<file path="config.mk">
export PLATFORM = sky130hd
export DESIGN_NAME = perspective_divide
export DESIGN_NICKNAME = d
export VERILOG_FILES = /design/src/rtl/vec_pkg.sv /design/src/rtl/perspective_divide_udiv.sv /design/src/rtl/perspective_divide.sv
export SDC_FILE = /design/constraint.sdc
export NUM_CORES = 1
export LEC_CHECK = 0
export CORE_MARGIN = 1.5
export CORE_UTILIZATION = 40
export CTS_CLUSTER_SIZE = 12
export DETAILED_ROUTE_END_ITERATION = 10
export PLACE_DENSITY = 0.57
export SETUP_SLACK_MARGIN = 0.02
export SLEW_MARGIN = 30
export SYNTH_ARGS = -nofsm -noshare
export SYNTH_HDL_FRONTEND = slang
export SYNTH_SLANG_ARGS = --single-unit
</file>
<file path="constraint.sdc">
create_clock -name Clk -period 4 [get_ports Clk]
set_input_delay 0.4 -clock Clk [delete_from_list [all_inputs] [get_ports Clk]]
set_output_delay 0.4 -clock Clk [all_outputs]
set_load 0.02 [all_outputs]
</file>
<file path="src/rtl/vec_pkg.sv">
// Shared types, constants and helpers for the perspective-divide stage.
//   fixed_t   : signed Q8.8 word
//   vec4_t    : {x, y, z, w} vertex from the matrix multiplier
//   vec3_t    : {x/w, y/w, z/w} normalized result
//   state_e   : control FSM states
//   abs_mag   : two's-complement magnitude (0x8000 -> 32768)
//   fix_result: sign, saturation and divide-by-zero handling of a quotient
package vec_pkg;

  localparam int unsigned FRAC_BITS = 8;
  localparam int unsigned WIDTH     = 16;
  localparam int unsigned DVD_W     = WIDTH + FRAC_BITS;
  localparam int unsigned CNT_W     = 5;

  typedef logic signed [WIDTH-1:0] fixed_t;
  typedef fixed_t vec4_t[4];
  typedef fixed_t vec3_t[3];

  typedef enum logic [1:0] {
    IDLE = 2'd0,
    DIV  = 2'd1,
    FIX  = 2'd2,
    DONE = 2'd3
  } state_e;

  localparam fixed_t FIXED_MAX = 16'h7FFF;
  localparam fixed_t FIXED_MIN = 16'h8000;

  // Largest quotient magnitudes that fit a positive / negative result.
  localparam logic [DVD_W-1:0] POS_LIMIT = DVD_W'(32'h0000_7FFF);
  localparam logic [DVD_W-1:0] NEG_LIMIT = DVD_W'(32'h0000_8000);

  // Magnitude as unsigned; the most negative value maps to 32768.
  function automatic logic [WIDTH-1:0] abs_mag(input fixed_t a);
    logic [WIDTH-1:0] mag;
    mag = a[WIDTH-1] ? WIDTH'(-a) : WIDTH'(a);
    return mag;
  endfunction

  // Turn an unsigned quotient magnitude into the signed, saturated result.
  function automatic fixed_t fix_result(input logic [DVD_W-1:0] q,
                                        input logic             neg,
                                        input logic             dz,
                                        input logic             a_neg);
    fixed_t res;
    if (dz) begin
      res = a_neg ? FIXED_MIN : FIXED_MAX;
    end else if (!neg) begin
      res = (q > POS_LIMIT) ? FIXED_MAX : fixed_t'(q[WIDTH-1:0]);
    end else begin
      res = (q > NEG_LIMIT) ? FIXED_MIN : fixed_t'(WIDTH'(-q[WIDTH-1:0]));
    end
    return res;
  endfunction

endpackage

</file>
<file path="src/rtl/perspective_divide_udiv.sv">
// Unsigned restoring divider, one quotient bit per step (24-bit / 16-bit).
//   Clk, Reset : clock and synchronous active-high reset
//   load       : capture dividend/divisor and clear the partial remainder
//   step       : perform one restoring step (MSB first)
//   dividend   : 24-bit unsigned dividend
//   divisor    : 16-bit unsigned divisor
//   quotient   : 24-bit quotient, final after 24 steps following load
module seq_udiv_24by16
  import vec_pkg::*;
(
  input  logic             Clk,
  input  logic             Reset,
  input  logic             load,
  input  logic             step,
  input  logic [DVD_W-1:0] dividend,
  input  logic [WIDTH-1:0] divisor,
  output logic [DVD_W-1:0] quotient
);

  logic [WIDTH-1:0] r_rem;
  logic [WIDTH-1:0] r_divisor;
  // Dividend bits shift out of the top while quotient bits shift in below.
  logic [DVD_W-1:0] r_dq;

  logic [WIDTH:0]   w_trial;
  logic [WIDTH:0]   w_div_ext;
  logic             w_fits;

  assign w_trial   = {r_rem, r_dq[DVD_W-1]};
  assign w_div_ext = {1'b0, r_divisor};
  assign w_fits    = (w_trial >= w_div_ext);

  // Remainder stays below the divisor, so 16 bits always hold it.
  always_ff @(posedge Clk) begin
    if (Reset) begin
      r_rem     <= '0;
      r_divisor <= '0;
      r_dq      <= '0;
    end else if (load) begin
      r_rem     <= '0;
      r_divisor <= divisor;
      r_dq      <= dividend;
    end else if (step) begin
      r_rem <= w_fits ? WIDTH'(w_trial - w_div_ext) : w_trial[WIDTH-1:0];
      r_dq  <= {r_dq[DVD_W-2:0], w_fits};
    end
  end

  assign quotient = r_dq;

endmodule

</file>
<file path="src/rtl/perspective_divide.sv">
// Divides x, y, z of a Q8.8 vertex by w using one shared serial divider.
//   Clk, Reset : clock and synchronous active-high reset
//   in_valid   : ivector holds a vertex        in_ready  : vertex accepted
//   ivector    : {x, y, z, w} signed Q8.8
//   out_valid  : ovector holds a result        out_ready : result consumed
//   ovector    : {x/w, y/w, z/w} signed Q8.8, saturated
//   div_zero   : w was zero for the presented result
module perspective_divide
  import vec_pkg::*;
(
  input  logic  Clk,
  input  logic  Reset,
  input  logic  in_valid,
  output logic  in_ready,
  input  vec4_t ivector,
  output logic  out_valid,
  input  logic  out_ready,
  output vec3_t ovector,
  output logic  div_zero
);

  state_e             r_state;
  state_e             w_state_nxt;
  vec4_t              r_vec;
  vec3_t              r_ovector;
  logic [1:0]         r_comp;
  logic [CNT_W-1:0]   r_bit_cnt;
  logic               r_div_zero;
  logic               r_in_ready;
  logic               r_out_valid;

  logic               w_accept;
  logic               w_load;
  logic               w_step;
  logic               w_fix;
  logic [1:0]         w_comp_nxt;
  fixed_t             w_num;
  fixed_t             w_den;
  logic [DVD_W-1:0]   w_dividend;
  logic [DVD_W-1:0]   w_quot;
  logic               w_dz;
  fixed_t             w_result;

  // Next-state and control decode.
  always_comb begin
    w_state_nxt = r_state;
    w_accept    = 1'b0;
    w_load      = 1'b0;
    w_step      = 1'b0;
    w_fix       = 1'b0;
    case (r_state)
      IDLE: begin
        if (in_valid) begin
          w_accept    = 1'b1;
          w_load      = 1'b1;
          w_state_nxt = DIV;
        end
      end
      DIV: begin
        w_step = 1'b1;
        if (r_bit_cnt == '0) begin
          w_state_nxt = FIX;
        end
      end
      FIX: begin
        w_fix = 1'b1;
        if (r_comp == 2'd2) begin
          w_state_nxt = DONE;
        end else begin
          w_load      = 1'b1;
          w_state_nxt = DIV;
        end
      end
      DONE: begin
        if (out_ready) begin
          w_state_nxt = IDLE;
        end
      end
      default: w_state_nxt = IDLE;
    endcase
  end

  // Operands come straight from the inputs on acceptance, else from the latch.
  assign w_comp_nxt = r_comp + 2'd1;
  assign w_num      = w_accept ? ivector[0] : r_vec[w_comp_nxt];
  assign w_den      = w_accept ? ivector[3] : r_vec[3];
  assign w_dividend = DVD_W'(abs_mag(w_num)) << FRAC_BITS;

  seq_udiv_24by16 u_udiv (
    .Clk      (Clk),
    .Reset    (Reset),
    .load     (w_load),
    .step     (w_step),
    .dividend (w_dividend),
    .divisor  (abs_mag(w_den)),
    .quotient (w_quot)
  );

  assign w_dz     = (r_vec[3] == '0);
  assign w_result = fix_result(w_quot,
                               r_vec[r_comp][WIDTH-1] ^ r_vec[3][WIDTH-1],
                               w_dz,
                               r_vec[r_comp][WIDTH-1]);

  // State, handshake flags, latched vertex and result registers.
  always_ff @(posedge Clk) begin
    if (Reset) begin
      r_state     <= IDLE;
      r_in_ready  <= 1'b1;
      r_out_valid <= 1'b0;
      r_div_zero  <= 1'b0;
      r_comp      <= '0;
      r_bit_cnt   <= '0;
      for (int i = 0; i < 3; i++) r_ovector[i] <= '0;
      for (int i = 0; i < 4; i++) r_vec[i] <= '0;
    end else begin
      r_state     <= w_state_nxt;
      r_in_ready  <= (w_state_nxt == IDLE);
      r_out_valid <= (w_state_nxt == DONE);
      if (w_accept) begin
        r_vec  <= ivector;
        r_comp <= '0;
      end
      if (w_load) begin
        r_bit_cnt <= CNT_W'(DVD_W - 1);
      end else if (w_step) begin
        r_bit_cnt <= r_bit_cnt - CNT_W'(1);
      end
      if (w_fix) begin
        r_ovector[r_comp] <= w_result;
        r_comp            <= w_comp_nxt;
        if (r_comp == 2'd2) begin
          r_div_zero <= w_dz;
        end
      end
    end
  end

  assign in_ready  = r_in_ready;
  assign out_valid = r_out_valid;
  assign ovector   = r_ovector;
  assign div_zero  = r_div_zero;

endmodule

</file>
Word level (Yosys, flattened, before mapping):

Cells that the tools add are included.

* register bits: 180
* output and inout port bits: 51
* logic and storage cells: 83
* input port bits: 68

* equality and inequality tests: 5
* add/subtract/negate cells: 6
* magnitude comparators: 6
* muxes and demuxes: 36
* bitwise gates (word level): 3
* reduce and logical (&&, ||, !) cells: 9

Operator list (count)
* 2-to-1 mux 16 bit: 15
* binary-select mux 16 bit (select 2 bit): 2
* bitwise mux 48 bit: 1
* 2-to-1 mux 24 bit: 2
* negator 16 bit: 3
* demux 16 bit (select 2 bit): 1
* greater-than comparator 24 x 15 -> 1 bit, second input constant: 1
* greater-than comparator 24 x 16 -> 1 bit, second input constant: 1
* >= comparator 17 x 16 -> 1 bit: 1
* logical NOT 16 bit: 1
* subtractor 16 bit: 1
* 2-to-1 mux 2 bit: 6
* 2-to-1 mux 5 bit: 2
* == test 2 bit, second input constant: 4
* case mux 2 bit (4 select lines): 1
* >= comparator 3 bit, second input constant: 2
* inverter 2 -> 3 bit: 2
* logical NOT 5 bit: 1
* 2-to-1 mux 1 bit: 5
* subtractor 5 x 1 -> 5 bit, second input constant: 1
* logical NOT 2 bit: 2
* nonzero test 2 bit: 2
* < comparator 3 x 1 -> 1 bit, second input constant: 1
* adder 2 x 1 -> 2 bit, second input constant: 1
* 6 further kinds: 6

Longest topological paths before layout:

* depth after elaboration: 9
* gate-level depth with buffers: 14
* depth with buffers taken out: 10

By module:

Synthesis repeated with hierarchy kept, for this count alone.

* cell total of the unflattened synthesis: 1207
* area total of the unflattened synthesis: 9835.7 µm²

By module, submodules not included
* perspective_divide: times used 1, area each 6606.3 µm², cells each 814, sequential area each 2482.4 µm²
* seq_udiv_24by16: times used 1, area each 3229.3 µm², cells each 393, sequential area each 1121.1 µm²

Worst setup path after synthesis:

Ideal clock, no wire load.

* path type: register to register
* start point: register r_comp[0]
* end point: register u_udiv.r_dq[18] (netlist: u_udiv.quotient[18])
* period minus slack after synthesis: 3.578 ns
* path buffers: 4
* data required time: 3.885 ns
* slack: 0.422 ns
* stages on the path, launching flop included: 14
* arrival: 3.462 ns
* library setup time: 0.115 ns
* path through: dfxtp_1 > buf_4 > inv_1 > buf_2 > ha_1 > buf_2 > buf_1 > mux4_2 > a21boi_0 > ha_1 > nand4_1 > a21oi_1 > nor3_1 > o21ba_2

* cells in the longest elaborated chain, start to end: 9
* elaborated cells between the ends (all ways): 13
* classes of those cells: 2 x add/sub; 1 x eq/ne; 8 x mux; 1 x bitwise; 1 x reduce/logical

Ends and longest elaborated chain
* start, declared: RTL line perspective_divide.sv:26 `logic [1:0] r_comp;`
* start signal, assigned: RTL line perspective_divide.sv:131 `r_comp <= w_comp_nxt;`
* adder 2 x 1 -> 2 bit: RTL line perspective_divide.sv:84 `assign w_comp_nxt = r_comp + 2'd1;`
* inverter 2 -> 3 bit (not written as such): RTL line perspective_divide.sv:85 `assign w_num = w_accept ? ivector[0] : r_vec[w_comp_nxt];`
* binary-select mux 16 bit (select 2 bit): RTL line perspective_divide.sv:85
* 2-to-1 mux 16 bit (not written as such) (2 in series): RTL line perspective_divide.sv:85
* 2-to-1 mux 16 bit: RTL line perspective_divide.sv:85
* negator 16 bit: RTL line vec_pkg.sv:36 `mag = a[WIDTH-1] ? WIDTH'(-a) : WIDTH'(a);`
* 2-to-1 mux 16 bit: RTL line vec_pkg.sv:36
* 2-to-1 mux 24 bit: RTL line perspective_divide_udiv.sv:39 `end else if (load) begin`
* end signal, assigned: RTL line perspective_divide_udiv.sv:42 `r_dq <= dividend;`
* end signal, assigned: RTL line perspective_divide_udiv.sv:45 `r_dq <= {r_dq[DVD_W-2:0], w_fits};`
* end, declared: RTL line perspective_divide_udiv.sv:23 `logic [DVD_W-1:0] r_dq;`

Parallel ways exist; a longest one is shown, timed or not. The select of a mux whose other input is x is not followed.
A chain may end at the register's enable or synchronous reset.

Worst setup path in the final report:

* start point: register r_comp[1]
* end point: register u_udiv.r_dq[19] (netlist: u_udiv.quotient[19])

The elaborated chain is that of the path after synthesis.

==> out/qor.yml <==
clock_network:
  clk_pin_slew_worst_paths_ns: 0.07
  clk_latency_ns: 0.43
  cts_resized: 0
  numClockSinks: 180
  cts_tree: "built"
  post-cts-setup-buffers: 0
  postCtsHoldBufs: 0
  cts-root-buf: "clkbuf_16"
  cts_htree_levels: 4
  cts_made_buffers: 17
  clk_path_buf_depth: 2
critical_path:
  cp_num_buf_inv: 1
  cpPeakStageDelay_ns: 0.61
  arrival_ns: 3.69
  setup.worst_path.end_class: "register"
  r2r_cells: 9
  crit_required_ns: 4.30
  critPathSlowestCell: "ha_1"
  crit_type: "reg -> reg"
  crit_cells: 9
  crit_chain: "inv_1 -> ha_1 -> mux4_2 -> or4_1 -> o41ai_2 -> nand4_1 -> o21ai_0 -> xor2_1 -> o22ai_1"
  start_kind: "register"
  crit_family: "simple AND/OR/NAND/NOR gates"
  cp_max_fo: 10
routing:
  drc: 0
  num_vias: 8621
  dr.pass1.iters: 5
  drt_iter0_markers: 692
  wl_mm: 26.28
  vias_per_cell: 5.381
  ant_nets: 0
  wl_per_cell_um: 16.40
place:
  placed_cell_area_um2: 10940
  dp_slack_ns: 0.6194
  dp.final_hpwl_mm: 19.31
  port_buffers: 118
  routabilityCongestion: 0.8604
power_and_ir_drop:
  power_density_nw_per_um2: 447.2
  irDropWorstVdd_mv: 0.2111
  p_leak_uw: 0.004133
  p_total_uw: 5153
yosys:
  avgSynthCellArea_um2: 7.974
  ys_seq_area_share_pct: 37.82
  yosys_warnings: 0
  synth_nets: 1288
  synth-edff-count: 0
  synth_cell_type_count: 65
  syn_area_um2: 9529
  synth_flop_cell: "dfxtp_1"
  synth-seq-cells: 180
  async_reset_ff_share_pct: 0
  syn_inst: 1195
layout:
  final_nets: 1364
  stdcell_area_um2: 11520
  drive_gt1_share_pct: 6.469
  diodes: 0
  postLayoutCoreUtil_pct: 49.24
  fillers: 2348
  area_delta_synth_final_pct: 20.92
timing:
  tightest_slew_ns: 0.8459
  setup_viol: 0
  post-route-worst-setup-slack_ns: 0.6022
  rsz0062_at_grt: "no"
  hold_viol: 0
  fin_crit_sh_pct: 84.95
  skew_ns: 0.01374
  max_freq_ghz: 0.2943
  relSlewSlack_pct: 43.61
  maxSlewViolCount: 0
  fin_crit_ns: 3.398
  tns_ns: 0
grt:
  grt_pass1_wl_mm: 42.38
  grt_pass1_vias: 7967
  grt_max_degree: 77
  antenna_found_initial: 1
  track_usage_pct: 21.72
  grt_overflow: 0
floorplan:
  start_util_pct: 40.72
  die_area_um2: 24760
  core_um2: 23400
  ioPinCount: 119
  fp-row-count: 56
  die_w_um: 157.3
  die_h_um: 157.3
min_path:
  hold_path.class: "reg -> reg"
  min_path_cells: 2
run:
  maxCapViolations: 0
outcome:
  status: "complete, no violations"
-- flip-flops by register name (all words and copies together) (netlist names) --
signal	count
div_zero	1
in_ready	1
r_comp	2
u_udiv.r_divisor	16
r_bit_cnt	5
ovector	48
r_state	2
u_udiv.quotient	24
out_valid	1
r_vec	64
u_udiv.r_rem	16
-- Yosys cell counts, types with 4 or more instances --
cell type / n / share of area [%]
a211oi_1: 33 / 2.6
a21boi_0: 13 / 1.0
a21o_1: 6 / 0.47
a21oi_1: 125 / 6.6
a22oi_1: 12 / 0.95
a311oi_1: 5 / 0.46
a31oi_1: 15 / 0.98
and2_1: 10 / 0.66
and3_1: 5 / 0.33
buf_1: 9 / 0.35
buf_2: 12 / 0.63
clkbuf_1: 53 / 2.1
dfxtp_1: 180 / 38
ha_1: 24 / 3.2
inv_1: 29 / 1.1
mux2i_1: 39 / 4.1
mux4_2: 16 / 3.8
nand2_1: 209 / 8.2
nand2b_1: 8 / 0.53
nand3_1: 27 / 1.4
nand4_1: 11 / 0.72
nand4b_1: 4 / 0.37
nor2_1: 126 / 5.0
nor3_1: 38 / 2.0
nor4_1: 5 / 0.33
o211ai_1: 6 / 0.47
o21a_1: 7 / 0.55
o21ai_0: 42 / 2.2
o21ai_1: 4 / 0.21
o22ai_1: 11 / 0.72
o31ai_1: 6 / 0.47
or3_1: 11 / 0.72
or4_1: 5 / 0.39
xnor2_1: 26 / 2.4
xor2_1: 19 / 1.7
-- power breakdown --
part           leakage [uW]  switching [uW]  internal [uW]
clock              0.000285             722            951
combinational       0.00238             876            609
sequential          0.00147            99.1           1900
total               0.00413            1700           3450
-- area by class of cell --
type                       instances  area (um^2)  share of cell area [%]
clock inverter                    12        130.1                   1.129
timing repair buffer             133         1304                   11.32
clock buffer                      19        452.9                   3.931
inverter                          29        108.9                  0.9447
sequential                       180         3603                   31.27
tap                              319        399.1                   3.464
multi-input combinational        910         5524                   47.94
-- tightest hold or removal path: cells and delay by family, from the launching register on --
kind	cells	cell delay, ns
flip-flops	1	0.31
AND/OR/NAND/NOR	1	0.05
AO/OA/AOI/OAI	1	0.05
-- metrics by stage --
| step | instances | hold WS [ns] |
|---|---|---|
| final | 1602 | 0.4497 |
| after global routing | 1602 | 0.4740 |
| after CTS | 1602 | 0.4535 |
| after detailed placement | 1571 | 0.4464 |
| after global placement | 1571 | 0.4428 |
| after floorplan | 1195 | 0.4319 |
-- logic make-up (layout without fill, tap and decap cells) --
family	after synthesis	after routing	synth area share, %
XOR/XNOR	45	45	4.136
AO/OA/AOI/OAI	309	309	20.02
multiplexers	58	58	8.233
buffers and inverters	105	193	4.412
flip-flops	180	180	37.82
adder cells (fa/ha/maj)	25	25	3.361
AND/OR/NAND/NOR	473	473	22.02
-- path summary, 6_finish.rpt --
check	start	end	slack, ns
max reg2reg	r_comp[1]	u_udiv.quotient[19]	0.60
min	u_udiv.r_divisor[2]	u_udiv.r_divisor[2]	0.45
max	r_comp[1]	u_udiv.quotient[19]	0.60
min reg2reg	u_udiv.r_divisor[2]	u_udiv.r_divisor[2]	0.45
-- layout by cell type (no fill, tap or decap), types with 12 or more instances in the layout --
cell,n
a31oi_1,15
xor2_1,19
xnor2_1,26
nor2_1,125
mux2i_1,39
clkdlybuf4s50_1,117
ha_1,24
a21boi_0,13
nor3_1,38
nand2_1,208
mux4_2,16
a22oi_1,12
nand3_1,27
a211oi_1,33
inv_1,29
buf_4,15
dfxtp_1,180
clkbuf_16,17
a21oi_1,125
o21ai_0,42
-- routing by layer --
layer / GRT usage [%] / wire (um)
met1: 30.00 / 12800
met5: 0 / 0
met4: 7.862 / 682
met3: 3.524 / 1311
met2: 34.09 / 11490
(Power assumes the default switching activity.)
